$ cat src/rtl/alu_arbiter.sv
// alu_arbiter
//   Shares one external combinational ALU between two requesters. Only one
//   operation is in flight at a time. When both requesters are valid, the
//   grant alternates between them (round-robin). Operands and opcode are
//   registered onto the ALU. The result and flags are captured one cycle
//   later and held until the owning requester accepts the response.
//
// Ports
//   CLK, Reset_n           clock, asynchronous active-low reset
//   ReqValid/ReqReady[1:0] request handshake, bit i = requester i
//   ReqA0/ReqB0/ReqOP0     requester 0 operands and opcode
//   ReqA1/ReqB1/ReqOP1     requester 1 operands and opcode
//   AluA/AluB/AluOP        registered ALU inputs
//   AluOut/AluEquals/AluLt ALU result and flags
//   RespValid/RespReady    response handshake, bit i = requester i
//   RespData/RespEquals/RespLt captured result and flags
//   Busy                   high whenever the FSM is not IDLE
//
// state | meaning
// IDLE  | waiting for a request; ReqReady may assert only here
// EXEC  | ALU inputs are stable; result is captured at the end of the cycle
// HOLD  | response is presented to the owner until RespReady[owner]

module alu_arbiter #(
  parameter int W   = 8,
  parameter int OPW = 3
) (
  input  logic           CLK,
  input  logic           Reset_n,
  input  logic [1:0]     ReqValid,
  output logic [1:0]     ReqReady,
  input  logic [W-1:0]   ReqA0,
  input  logic [W-1:0]   ReqB0,
  input  logic [OPW-1:0] ReqOP0,
  input  logic [W-1:0]   ReqA1,
  input  logic [W-1:0]   ReqB1,
  input  logic [OPW-1:0] ReqOP1,
  output logic [W-1:0]   AluA,
  output logic [W-1:0]   AluB,
  output logic [OPW-1:0] AluOP,
  input  logic [W-1:0]   AluOut,
  input  logic           AluEquals,
  input  logic           AluLt,
  output logic [1:0]     RespValid,
  input  logic [1:0]     RespReady,
  output logic [W-1:0]   RespData,
  output logic           RespEquals,
  output logic           RespLt,
  output logic           Busy
);

  typedef enum logic [1:0] {
    IDLE = 2'd0,
    EXEC = 2'd1,
    HOLD = 2'd2
  } state_t;

  state_t         state_q, state_d;
  logic           owner_q, owner_d;
  logic           last_grant_q, last_grant_d;
  logic [W-1:0]   alu_a_q, alu_a_d;
  logic [W-1:0]   alu_b_q, alu_b_d;
  logic [OPW-1:0] alu_op_q, alu_op_d;
  logic [W-1:0]   resp_data_q, resp_data_d;
  logic           resp_eq_q, resp_eq_d;
  logic           resp_lt_q, resp_lt_d;

  logic           grant;
  logic           accept;

  // On a tie, the requester that did not win last time wins now. Otherwise
  // the single valid requester wins.
  always_comb begin
    grant = ReqValid[1];
    if (ReqValid == 2'b11) begin
      grant = ~last_grant_q;
    end
  end

  always_comb begin
    ReqReady = 2'b00;
    if (state_q == IDLE && ReqValid != 2'b00) begin
      ReqReady = grant ? 2'b10 : 2'b01;
    end
  end

  assign accept = |(ReqValid & ReqReady);

  always_comb begin
    state_d      = state_q;
    owner_d      = owner_q;
    last_grant_d = last_grant_q;
    alu_a_d      = alu_a_q;
    alu_b_d      = alu_b_q;
    alu_op_d     = alu_op_q;
    resp_data_d  = resp_data_q;
    resp_eq_d    = resp_eq_q;
    resp_lt_d    = resp_lt_q;
    case (state_q)
      IDLE: begin
        if (accept) begin
          owner_d      = grant;
          last_grant_d = grant;
          alu_a_d      = grant ? ReqA1  : ReqA0;
          alu_b_d      = grant ? ReqB1  : ReqB0;
          alu_op_d     = grant ? ReqOP1 : ReqOP0;
          state_d      = EXEC;
        end
      end
      EXEC: begin
        resp_data_d = AluOut;
        resp_eq_d   = AluEquals;
        resp_lt_d   = AluLt;
        state_d     = HOLD;
      end
      HOLD: begin
        // Only the owner's RespReady is looked at.
        if (RespReady[owner_q]) begin
          state_d = IDLE;
        end
      end
      default: state_d = IDLE;
    endcase
  end

  always_ff @(posedge CLK or negedge Reset_n) begin
    if (!Reset_n) begin
      state_q      <= IDLE;
      owner_q      <= 1'b0;
      last_grant_q <= 1'b1;
      alu_a_q      <= '0;
      alu_b_q      <= '0;
      alu_op_q     <= '0;
      resp_data_q  <= '0;
      resp_eq_q    <= 1'b0;
      resp_lt_q    <= 1'b0;
    end else begin
      state_q      <= state_d;
      owner_q      <= owner_d;
      last_grant_q <= last_grant_d;
      alu_a_q      <= alu_a_d;
      alu_b_q      <= alu_b_d;
      alu_op_q     <= alu_op_d;
      resp_data_q  <= resp_data_d;
      resp_eq_q    <= resp_eq_d;
      resp_lt_q    <= resp_lt_d;
    end
  end

  // RespValid is decoded from the state register, so an asynchronous reset
  // clears it at once without waiting for a clock edge.
  always_comb begin
    RespValid = 2'b00;
    if (state_q == HOLD) begin
      RespValid = owner_q ? 2'b10 : 2'b01;
    end
  end

  assign Busy       = (state_q != IDLE);
  assign AluA       = alu_a_q;
  assign AluB       = alu_b_q;
  assign AluOP      = alu_op_q;
  assign RespData   = resp_data_q;
  assign RespEquals = resp_eq_q;
  assign RespLt     = resp_lt_q;

endmodule

$ cat config.mk
export PLATFORM = sky130hd
export DESIGN_NAME = alu_arbiter
export DESIGN_NICKNAME = d
export VERILOG_FILES = /design/src/rtl/alu_arbiter.sv
export SDC_FILE = /design/constraint.sdc
export NUM_CORES = 1
export LEC_CHECK = 0
export CAP_MARGIN = 5
export CORE_MARGIN = 3
export CORE_UTILIZATION = 30
export DETAILED_ROUTE_END_ITERATION = 8
export SKIP_CTS_REPAIR_TIMING = 1
export SLEW_MARGIN = 15
export SYNTH_ARGS = -nofsm -noshare
export SYNTH_HDL_FRONTEND = slang
export SYNTH_SLANG_ARGS = --single-unit
$ cat constraint.sdc
create_clock -name CLK -period 1.7 [get_ports CLK]
set_input_delay 0.17 -clock CLK [delete_from_list [all_inputs] [get_ports CLK]]
set_output_delay 0.17 -clock CLK [all_outputs]
set_load 0.05 [all_outputs]
==> run metrics <==
Die ar.=0.00630 mm²; share of cells above drive strength 1=0.176; most common cell after layout, fill and taps aside=clkdlybuf4s50_1; TritonCTS Buffers=5; Buf+Inv Stages, Crit Path=1; Worst Clk Skew=0.00610 ns; CP delay by family, top=buffers and inverters; Syn-to-layout area delta=65.6%; P_sw=2.64 mW; initial antenna violation count=0; pre-CTS setup slack=0.221 ns; worst skew pair latency=0.28 ns; I/O Pins=88; final setup fails=0; grt total ovfl=0; clock root cell=clkbuf_8; top cell type's share of synthesized area=0.496; Placeable Area=0.00514 mm²; Slew @ Worst Pin=0.760 ns; slowest cell delay on critical path=0.82 ns; Synth Instances=148; Mapped Area=0.00161 mm²; Worst Setup Start Kind=flop; DRC=0; sequential cell area=827 µm²; CP Class=reg -> out; Final GP Congestion=0.744; min-delay worst type=in -> async; failing checks=negative hold slack; Int Pwr=3.03 mW; final wirelength=4290 µm; crit path time final=1.63 ns; outcome=complete, but fails checks; Finished Core Util=0.520; CP required=1.53 ns; most frequent cells in the layout=clkdlybuf4s50_1 (77), inv_1 (41), dfrtp_1 (32); Power Density=2120 mW/mm²; Min Hold Slack=-0.0421 ns; first-pass GRT wire length=6930 µm; CP Depth=1; Final Worst Setup Slack=0.0655 ns; VDD IR max=0.980 mV; Synth cell types=19; area occupied by multi-input gates=541 µm²; die width=79.4 µm; Port Buffers=87; final worst-path cycle share=0.961; clk sinks=33; gr usage total=0.141; number of diodes=0; clock power share=0.135; register area share after synthesis=0.512; H-tree depth=2; register bit total from synthesis=33; Synth area leader=dfrtp_1; critical path arrival=1.46 ns; Initial Util=0.314; Max Cap Viol=0; total chip power=5.67 mW; combinational power share=0.615; post-route ant nets=0; Fill cells=488; First-pass DRT Iterations=4; Setup Total Neg Slack=0 ns; Routed WL per cell=13.9 µm; Post-DP HPWL=3180 µm; Reg clk slew, reported paths=0.07 ns; routed vias/inst=4.50; vias in the first global route=1389; switching part of the total=0.465; CTS tree=yes; Site Rows=26; CTS max path bufs=2; Die Height=79.4 µm; nets=292; CP endpoint kind=output pin; Syn Area/Cell=10.9 µm²; critical path peak fanout=2; Pins Over Slew Limit=0; Slowest-stage cell, CP=clkdlybuf4s50_1; pin count of the biggest net entering global routing=34; CP cell instances=clkdlybuf4s50_1; syn nets=202; Area contributors post-synth=dfrtp_1 (50%), inv_1 (9.5%), o221ai_1 (8.7%); Via Count=1389; RSZ-0062 raised after global routing=false; Final Hold Fails=32; R2R depth=4; Slew Limit Headroom=0.493; Pleak=1.26 nW; Iter 0 DRT Violations=57; Reg power frac=0.250; synth warn=0; Peak Freq=612 MHz
area by class of cell:
cell class | count | area share
Clock buffer | 7 | 0.0323
Clock inverter | 1 | 0.0112
Inverter | 42 | 0.0590
Multi-Input combinational cell | 64 | 0.202
Sequential cell | 33 | 0.309
Tap cell | 70 | 0.0328
Timing Repair Buffer | 92 | 0.353
sequential cells by signal (all words and copies together) (netlist names):
register	flops
AluB	8
RespData	8
last_grant_q	1
RespEquals	1
owner_q	1
RespLt	1
state_q	2
AluOP	3
AluA	8
per-stage QoR:
stage / cell area [µm²] / instances
floorplan: 1610 / 148
global placement: 2560 / 301
detailed placement: 2560 / 301
CTS: 2670 / 309
global route: 2670 / 309
finish: 2670 / 309
worst register-to-register path, delay by kind of cell, from the launching register on:
family,cells,cell delay [ns]
and+or+nand+nor,2,0.29
AOI/OAI and AO/OA,1,0.19
DFF,1,0.54
buffers and inverters,1,0.23
routing by layer:
metal,track usage,share of wire
met1,0.188,0.45
met3,0.0556,0.079
met4,0.0361,0.0072
met5,0,0
met2,0.212,0.47
cell usage after synthesis, drive strengths merged:
cell,n
inv,42
dfrtp,32
o21ai,22
o221ai,19
mux2,11
buf,9
nor2,5
nand2b,3
nand2,2
nand3,2
dfstp,1
worst paths after layout:
kind / startpoint / to / slack, ns
min in group CLK: ReqA1[4] / AluA[4] / 0.47
worst min-delay path: Reset_n / RespData[2] / -0.04
worst max-delay path: AluOP[2] / AluOP[2] / 0.07
max in group asynchronous: Reset_n / state_q[0] / 1.26
worst max register to register: last_grant_q / AluA[5] / 0.36
worst min register to register: last_grant_q / last_grant_q / 0.49
power groups by stage:
stage	registers, mW	logic (mW)	clock network, mW
final	1.42	3.49	0.766
after global routing	1.47	3.65	0.823
after CTS	1.42	3.53	0.792
after detailed placement	1.43	3.52	0
after global placement	1.43	3.49	0
after floorplan	2.60	1.23	0
logic make-up (layout without fill, tap and decap cells):
logic type / Yosys count / count (layout) / share of synthesized area
AO/OA/AOI/OAI: 41 / 41 / 0.183
buffers and inverters: 51 / 142 / 0.153
flip-flops: 33 / 33 / 0.512
multiplexers: 11 / 11 / 0.0977
AND/OR/NAND/NOR: 12 / 12 / 0.0543
No activity file was read; power rests on OpenSTA's default activity.
